==> config.mk <==
export PLATFORM = sky130hd
export DESIGN_NAME = switch_cfg_ctrl_flat
export DESIGN_NICKNAME = d
export VERILOG_FILES = /design/src/rtl/switch_cfg_ctrl_if.sv /design/src/rtl/switch_cfg_ctrl.sv /design/src/flat_wrapper.sv
export SDC_FILE = /design/constraint.sdc
export NUM_CORES = 1
export LEC_CHECK = 0
export BUFFER_PORTS_ARGS = -buffer_cell sky130_fd_sc_hd__buf_4
export CORE_ASPECT_RATIO = 0.6
export CORE_MARGIN = 2
export CORE_UTILIZATION = 30
export CTS_CLUSTER_DIAMETER = 120
export DETAILED_ROUTE_END_ITERATION = 6
export GPL_ROUTABILITY_DRIVEN = 1
export GPL_TIMING_DRIVEN = 0
export PLACE_DENSITY = 0.57
export SETUP_SLACK_MARGIN = 0.1
export SYNTH_ARGS = -nofsm -noshare
export SYNTH_HDL_FRONTEND = slang
export SYNTH_SLANG_ARGS = --single-unit
==> constraint.sdc <==
create_clock -name clk -period 2.6 [get_ports clk]
set_input_delay 0.26 -clock clk [delete_from_list [all_inputs] [get_ports clk]]
set_output_delay 0.26 -clock clk [all_outputs]
set_load 0.01 [all_outputs]
==> src/rtl/switch_cfg_ctrl_if.sv <==
// rtl/switch_cfg_ctrl_if.sv - config request and port-table memory bus bundle
// master is the config agent / memory side, slave is the sequencer.
interface switch_cfg_ctrl_if #(
  parameter int DATA_W = 8
);
  logic                  cfg_req;
  logic [4*DATA_W-1:0]   cfg_addrs;
  logic                  cfg_ack;
  logic                  cfg_done;
  logic                  cfg_err;
  logic                  busy;
  logic                  traffic_hold;
  logic                  mem_en;
  logic                  mem_rd_wr;
  logic [1:0]            mem_add;
  logic [DATA_W-1:0]     mem_data;

  modport master (
    output cfg_req, cfg_addrs,
    input  cfg_ack, cfg_done, cfg_err, busy, traffic_hold,
    input  mem_en, mem_rd_wr, mem_add, mem_data
  );

  modport slave (
    input  cfg_req, cfg_addrs,
    output cfg_ack, cfg_done, cfg_err, busy, traffic_hold,
    output mem_en, mem_rd_wr, mem_add, mem_data
  );
endinterface

==> src/rtl/switch_cfg_ctrl.sv <==
// rtl/switch_cfg_ctrl.sv - port-address table configuration sequencer
// Latches four addresses, rejects duplicates, writes table slots 0..3 with gaps, then settles.
module switch_cfg_ctrl #(
  parameter int DATA_W        = 8,
  parameter int GAP_CYCLES    = 1,
  parameter int SETTLE_CYCLES = 2,
  parameter int CHECK_DUP     = 1
) (
  input  logic              clk,
  input  logic              reset,
  switch_cfg_ctrl_if.slave  bus
);
  typedef enum logic [2:0] {IDLE, CHECK, WRITE, GAP, SETTLE} state_t;

  state_t              state, state_n;
  logic [1:0]          idx, idx_n, idx_nxt;
  logic [15:0]         cnt, cnt_n;
  logic [4*DATA_W-1:0] addrs_q, addrs_n;
  logic                dup;

  logic                ack_q, done_q, err_q, busy_q, hold_q, en_q;
  logic                ack_n, done_n, err_n, busy_n, hold_n, en_n;
  logic [1:0]          add_q, add_n;
  logic [DATA_W-1:0]   data_q, data_n;

  function automatic logic [DATA_W-1:0] slice(input logic [4*DATA_W-1:0] a, input logic [1:0] i);
    return a[i*DATA_W +: DATA_W];
  endfunction

  assign idx_nxt = idx + 2'd1;

  assign dup = (slice(addrs_q, 2'd0) == slice(addrs_q, 2'd1)) ||
               (slice(addrs_q, 2'd0) == slice(addrs_q, 2'd2)) ||
               (slice(addrs_q, 2'd0) == slice(addrs_q, 2'd3)) ||
               (slice(addrs_q, 2'd1) == slice(addrs_q, 2'd2)) ||
               (slice(addrs_q, 2'd1) == slice(addrs_q, 2'd3)) ||
               (slice(addrs_q, 2'd2) == slice(addrs_q, 2'd3));

  // Outputs are computed for the next state and registered alongside it.
  always_comb begin
    state_n = state;
    idx_n   = idx;
    cnt_n   = cnt;
    addrs_n = addrs_q;
    ack_n   = 1'b0;
    done_n  = 1'b0;
    err_n   = 1'b0;
    busy_n  = 1'b1;
    hold_n  = 1'b1;
    en_n    = 1'b0;
    add_n   = 2'd0;
    data_n  = '0;
    case (state)
      IDLE: begin
        busy_n = 1'b0;
        hold_n = 1'b0;
        if (bus.cfg_req) begin
          addrs_n = bus.cfg_addrs;
          idx_n   = 2'd0;
          state_n = CHECK;
          ack_n   = 1'b1;
          busy_n  = 1'b1;
          hold_n  = 1'b1;
        end
      end
      CHECK: begin
        if (CHECK_DUP != 0 && dup) begin
          state_n = IDLE;
          err_n   = 1'b1;
          busy_n  = 1'b0;
          hold_n  = 1'b0;
        end else begin
          state_n = WRITE;
          en_n    = 1'b1;
          add_n   = idx;
          data_n  = slice(addrs_q, idx);
        end
      end
      WRITE: begin
        if (idx != 2'd3) begin
          if (GAP_CYCLES > 0) begin
            state_n = GAP;
            cnt_n   = 16'd0;
          end else begin
            idx_n  = idx_nxt;
            en_n   = 1'b1;
            add_n  = idx_nxt;
            data_n = slice(addrs_q, idx_nxt);
          end
        end else if (SETTLE_CYCLES > 0) begin
          state_n = SETTLE;
          cnt_n   = 16'd0;
        end else begin
          state_n = IDLE;
          done_n  = 1'b1;
          busy_n  = 1'b0;
          hold_n  = 1'b0;
        end
      end
      GAP: begin
        if (cnt == 16'(GAP_CYCLES - 1)) begin
          state_n = WRITE;
          idx_n   = idx_nxt;
          en_n    = 1'b1;
          add_n   = idx_nxt;
          data_n  = slice(addrs_q, idx_nxt);
        end else begin
          cnt_n = cnt + 16'd1;
        end
      end
      SETTLE: begin
        if (cnt == 16'(SETTLE_CYCLES - 1)) begin
          state_n = IDLE;
          done_n  = 1'b1;
          busy_n  = 1'b0;
          hold_n  = 1'b0;
        end else begin
          cnt_n = cnt + 16'd1;
        end
      end
      default: begin
        state_n = IDLE;
        busy_n  = 1'b0;
        hold_n  = 1'b0;
      end
    endcase
  end

  always_ff @(posedge clk or posedge reset) begin
    if (reset) begin
      state   <= IDLE;
      idx     <= 2'd0;
      cnt     <= 16'd0;
      addrs_q <= '0;
      ack_q   <= 1'b0;
      done_q  <= 1'b0;
      err_q   <= 1'b0;
      busy_q  <= 1'b0;
      hold_q  <= 1'b0;
      en_q    <= 1'b0;
      add_q   <= 2'd0;
      data_q  <= '0;
    end else begin
      state   <= state_n;
      idx     <= idx_n;
      cnt     <= cnt_n;
      addrs_q <= addrs_n;
      ack_q   <= ack_n;
      done_q  <= done_n;
      err_q   <= err_n;
      busy_q  <= busy_n;
      hold_q  <= hold_n;
      en_q    <= en_n;
      add_q   <= add_n;
      data_q  <= data_n;
    end
  end

  assign bus.cfg_ack      = ack_q;
  assign bus.cfg_done     = done_q;
  assign bus.cfg_err      = err_q;
  assign bus.busy         = busy_q;
  assign bus.traffic_hold = hold_q;
  assign bus.mem_en       = en_q;
  assign bus.mem_rd_wr    = en_q;
  assign bus.mem_add      = add_q;
  assign bus.mem_data     = data_q;
endmodule

==> src/flat_wrapper.sv <==
// flat-port wrapper written by rule: the top's interface ports become plain ports
module switch_cfg_ctrl_flat 
#(
  parameter int DATA_W        = 8,
  parameter int GAP_CYCLES    = 1,
  parameter int SETTLE_CYCLES = 2,
  parameter int CHECK_DUP     = 1
)
  (clk, reset, bus_cfg_req, bus_cfg_addrs, bus_cfg_ack, bus_cfg_done, bus_cfg_err, bus_busy, bus_traffic_hold, bus_mem_en, bus_mem_rd_wr, bus_mem_add, bus_mem_data);
  switch_cfg_ctrl_if #(.DATA_W(DATA_W)) bus_i ();
  input  logic clk;
  input  logic reset;
  input wire logic [$bits(bus_i.cfg_req)-1:0] bus_cfg_req;
  input wire logic [$bits(bus_i.cfg_addrs)-1:0] bus_cfg_addrs;
  output wire logic [$bits(bus_i.cfg_ack)-1:0] bus_cfg_ack;
  output wire logic [$bits(bus_i.cfg_done)-1:0] bus_cfg_done;
  output wire logic [$bits(bus_i.cfg_err)-1:0] bus_cfg_err;
  output wire logic [$bits(bus_i.busy)-1:0] bus_busy;
  output wire logic [$bits(bus_i.traffic_hold)-1:0] bus_traffic_hold;
  output wire logic [$bits(bus_i.mem_en)-1:0] bus_mem_en;
  output wire logic [$bits(bus_i.mem_rd_wr)-1:0] bus_mem_rd_wr;
  output wire logic [$bits(bus_i.mem_add)-1:0] bus_mem_add;
  output wire logic [$bits(bus_i.mem_data)-1:0] bus_mem_data;
  assign bus_i.cfg_req = bus_cfg_req;
  assign bus_i.cfg_addrs = bus_cfg_addrs;
  assign bus_cfg_ack = bus_i.cfg_ack;
  assign bus_cfg_done = bus_i.cfg_done;
  assign bus_cfg_err = bus_i.cfg_err;
  assign bus_busy = bus_i.busy;
  assign bus_traffic_hold = bus_i.traffic_hold;
  assign bus_mem_en = bus_i.mem_en;
  assign bus_mem_rd_wr = bus_i.mem_rd_wr;
  assign bus_mem_add = bus_i.mem_add;
  assign bus_mem_data = bus_i.mem_data;
  switch_cfg_ctrl #(.DATA_W(DATA_W), .GAP_CYCLES(GAP_CYCLES), .SETTLE_CYCLES(SETTLE_CYCLES), .CHECK_DUP(CHECK_DUP)) u_core (.clk(clk), .reset(reset), .bus(bus_i));
endmodule
==> out/metrics.csv <==
metric,value,unit
Die Y,94,um
YS warnings,0,
Leakage,0.002178,uW
clk_skew,0.006225,ns
max-cap violation count,0,
Register-to-Register Setup Slack,0.46,ns
GRT Util Overall,14.03,%
Worst R2R Path Depth,5,
pwr dens,1237,nW/um2
Routed Antenna Nets,0,
First-pass DRT Iterations,5,
Final Hold Fails,0,
share of cells above drive strength 1,40.60,%
met1 Resource Use GR,20.88,%
post-route cell area,4960,um2
htree depth,3,
I/O Buffers,51,
"Area growth, synth to finish",22.46,%
routing usage on met2,19.13,%
Mapped Cells,364,
CTS tree,done,
syn_nets,403,
first-pass GRT wire length,15.23,mm
TritonCTS buffer count,9,
vias in the first global route,2762,
area post-placement,4648,um2
die area,14480,um2
final net count,465,
"commonest non-fill, non-tap cell in the layout",dfrtp_1,
"Slew Viols, Final",0,
"Max FO, Critical Path",9,
drt wl/cell,15.67,um
"Avg Cell Area, Syn",11.13,um2
met3 GRT Util,4.428,%
Total Wirelength,9.415,mm
CTS Buffer Depth,2,
ANT cells,0,
GPL Wtd Cong,0.8802,
CTS Root Cell,clkbuf_16,
Worst Setup Start Kind,flip-flop,
mapped cell area,4050,um2
HP Class,input port to async pin,
final setup fails,0,
Starting Density,31.12,%
Detailed Place HPWL,7.016,mm
Rows,32,
period utilization,82.47,%
RSZ-0062 raised after global routing,no,
clock latency on the worst-skew pair,0.34,ns
post-synthesis register bit count,68,
status,"complete, no violations",
Post-CTS Resized,0,
"Arr. time, crit path",2.34,ns
DR vias,2789,
total grt overflow,0,
Fin Hold WS,0.09415,ns
grt peak-use layer,met1,
Yosys cell types,43,
Least-Margin Pin Slew,0.8509,ns
sequential fraction of the synthesis area,42.01,%
pin count of the biggest net entering global routing,69,
DR vias/cell,4.641,
I/O Pins,52,
most frequent cells in the layout,"dfrtp_1, buf_4, xor2_1, buf_2, mux2_2",
Setup CP Type,flip-flop to flip-flop,
reg2reg end,u_core.bus.mem_data[3],
clk sink count,68,
setup bufs post-CTS,0,
Worst EP required,2.80,ns
core box area,13010,um2
crit path time final,2.144,ns
initial antenna violation count,0,
drt first-iter violations,156,
DRC Markers,0,
cts hold-fix bufs,0,
relative slew slack,43.27,%
CP endpoint kind,flip-flop,
Highest Clock Rate,0.4664,GHz
clock-pin slew on the worst setup and hold paths,0.05,ns
r2r startpoint,u_core.idx[1],
crit path launch,u_core.idx[1],
Max rail drop VDD,0.4107,mV
chip width,154,um
critical path, stage by stage, from the launching register on:
cell and delay (ns):
dfrtp_1 0.38, ha_1 0.27, clkbuf_1 0.57, mux4_2 0.60
nand2_1 0.08, o21ai_0 0.11
registers in the layout, indices dropped and copies added (netlist names):
name / count
u_core.state: 3
u_core.idx: 2
u_core.bus.mem_data: 8
u_core.bus.mem_en: 1
u_core.bus.cfg_err: 1
u_core.bus.mem_add: 2
u_core.bus.cfg_done: 1
u_core.cnt: 16
u_core.bus.cfg_ack: 1
u_core.addrs_q: 32
u_core.bus.traffic_hold: 1
kinds of logic after synthesis:
kind of cell,share of synthesized area [%]
and+or+nand+nor,13.41
DFF,42.01
xor gates and xnor gates,13.41
buffers and inverters,7.290
muxes,18.35
AOI/OAI and AO/OA,4.294
adders and majority gates,1.236
final cells by class:
type	instances	area, um2
Fill cell	1288	8053
Multi-Input combinational cell	236	2053
Sequential cell	68	1702
Timing Repair Buffer	51	382.9
Clock buffer	11	252.7
Buffer	46	242.7
Tap cell	170	212.7
Clock inverter	5	58.81
Inverter	14	55.05
power by group:
group	switching [uW]	total, uW	internal (uW)
Clock	475	1270	796
Combinational	1770	3340	1570
Sequential	106	1520	1410
how the worst max path moves through the flow:
| stage | to | slack (ns) | cells after the start |
|---|---|---|---|
| floorplan | u_core.addrs_q[0] | 0.63 | 1 |
| global placement | u_core.bus.mem_data[7] | -0.38 | 2 |
| detailed placement | u_core.bus.mem_data[3] | 0.44 | 5 |
| CTS | u_core.bus.mem_data[3] | 0.43 | 5 |
| global route | u_core.bus.mem_data[3] | 0.32 | 5 |
| finish | u_core.bus.mem_data[3] | 0.46 | 5 |
per-stage QoR:
stage	cells	setup TNS [ns]	total power [uW]	setup WS, ns	utilization [%]
global placement	585	-25.26	4805	-0.3767	35.70
CTS	601	0	6202	0.4326	38.12
finish	601	0	6133	0.4558	38.12
floorplan	364	0	4143	0.6285	-
global route	601	0	6571	0.3211	38.12
detailed placement	585	0	4893	0.4436	35.72
routing by layer:
metal | wire (um) | vias to the layer above
li1 | - | 1350
met1 | 4996 | 1362
met2 | 3771 | 66
met3 | 545 | 11
met4 | 101 | 0
met5 | 0 | -
synthesized netlist by cell type:
cell / n / share of area (%)
a211o_1: 1 / 0.22
a21o_1: 2 / 0.37
a21oi_1: 4 / 0.49
a21oi_2: 1 / 0.22
a31oi_1: 1 / 0.15
and2b_2: 1 / 0.22
and3_1: 3 / 0.46
and4_1: 2 / 0.43
buf_1: 1 / 0.093
buf_2: 30 / 3.7
buf_4: 2 / 0.37
buf_6: 2 / 0.56
clkbuf_1: 3 / 0.28
clkbuf_2: 8 / 0.99
dfrtp_1: 68 / 42
ha_1: 4 / 1.2
inv_1: 14 / 1.3
mux2_1: 2 / 0.56
mux2_2: 30 / 8.3
mux2i_4: 1 / 0.56
mux4_2: 16 / 8.9
nand2_1: 26 / 2.4
nand2b_1: 4 / 0.62
nand3_1: 3 / 0.37
nand3b_1: 3 / 0.56
nand4_1: 11 / 1.7
nor2_1: 18 / 1.7
nor2_2: 1 / 0.15
nor2_4: 1 / 0.28
nor2b_1: 2 / 0.31
nor3_2: 4 / 0.99
nor3_4: 1 / 0.40
nor3b_2: 1 / 0.31
nor4_1: 11 / 1.7
nor4_4: 1 / 0.53
o21ai_0: 7 / 0.86
o21ai_1: 1 / 0.12
o21ai_2: 7 / 1.5
o22ai_1: 1 / 0.15
o31ai_1: 1 / 0.19
or3_1: 2 / 0.31
xnor2_1: 22 / 4.8
xor2_1: 40 / 8.7
No activity file was read; power rests on OpenSTA's default activity.
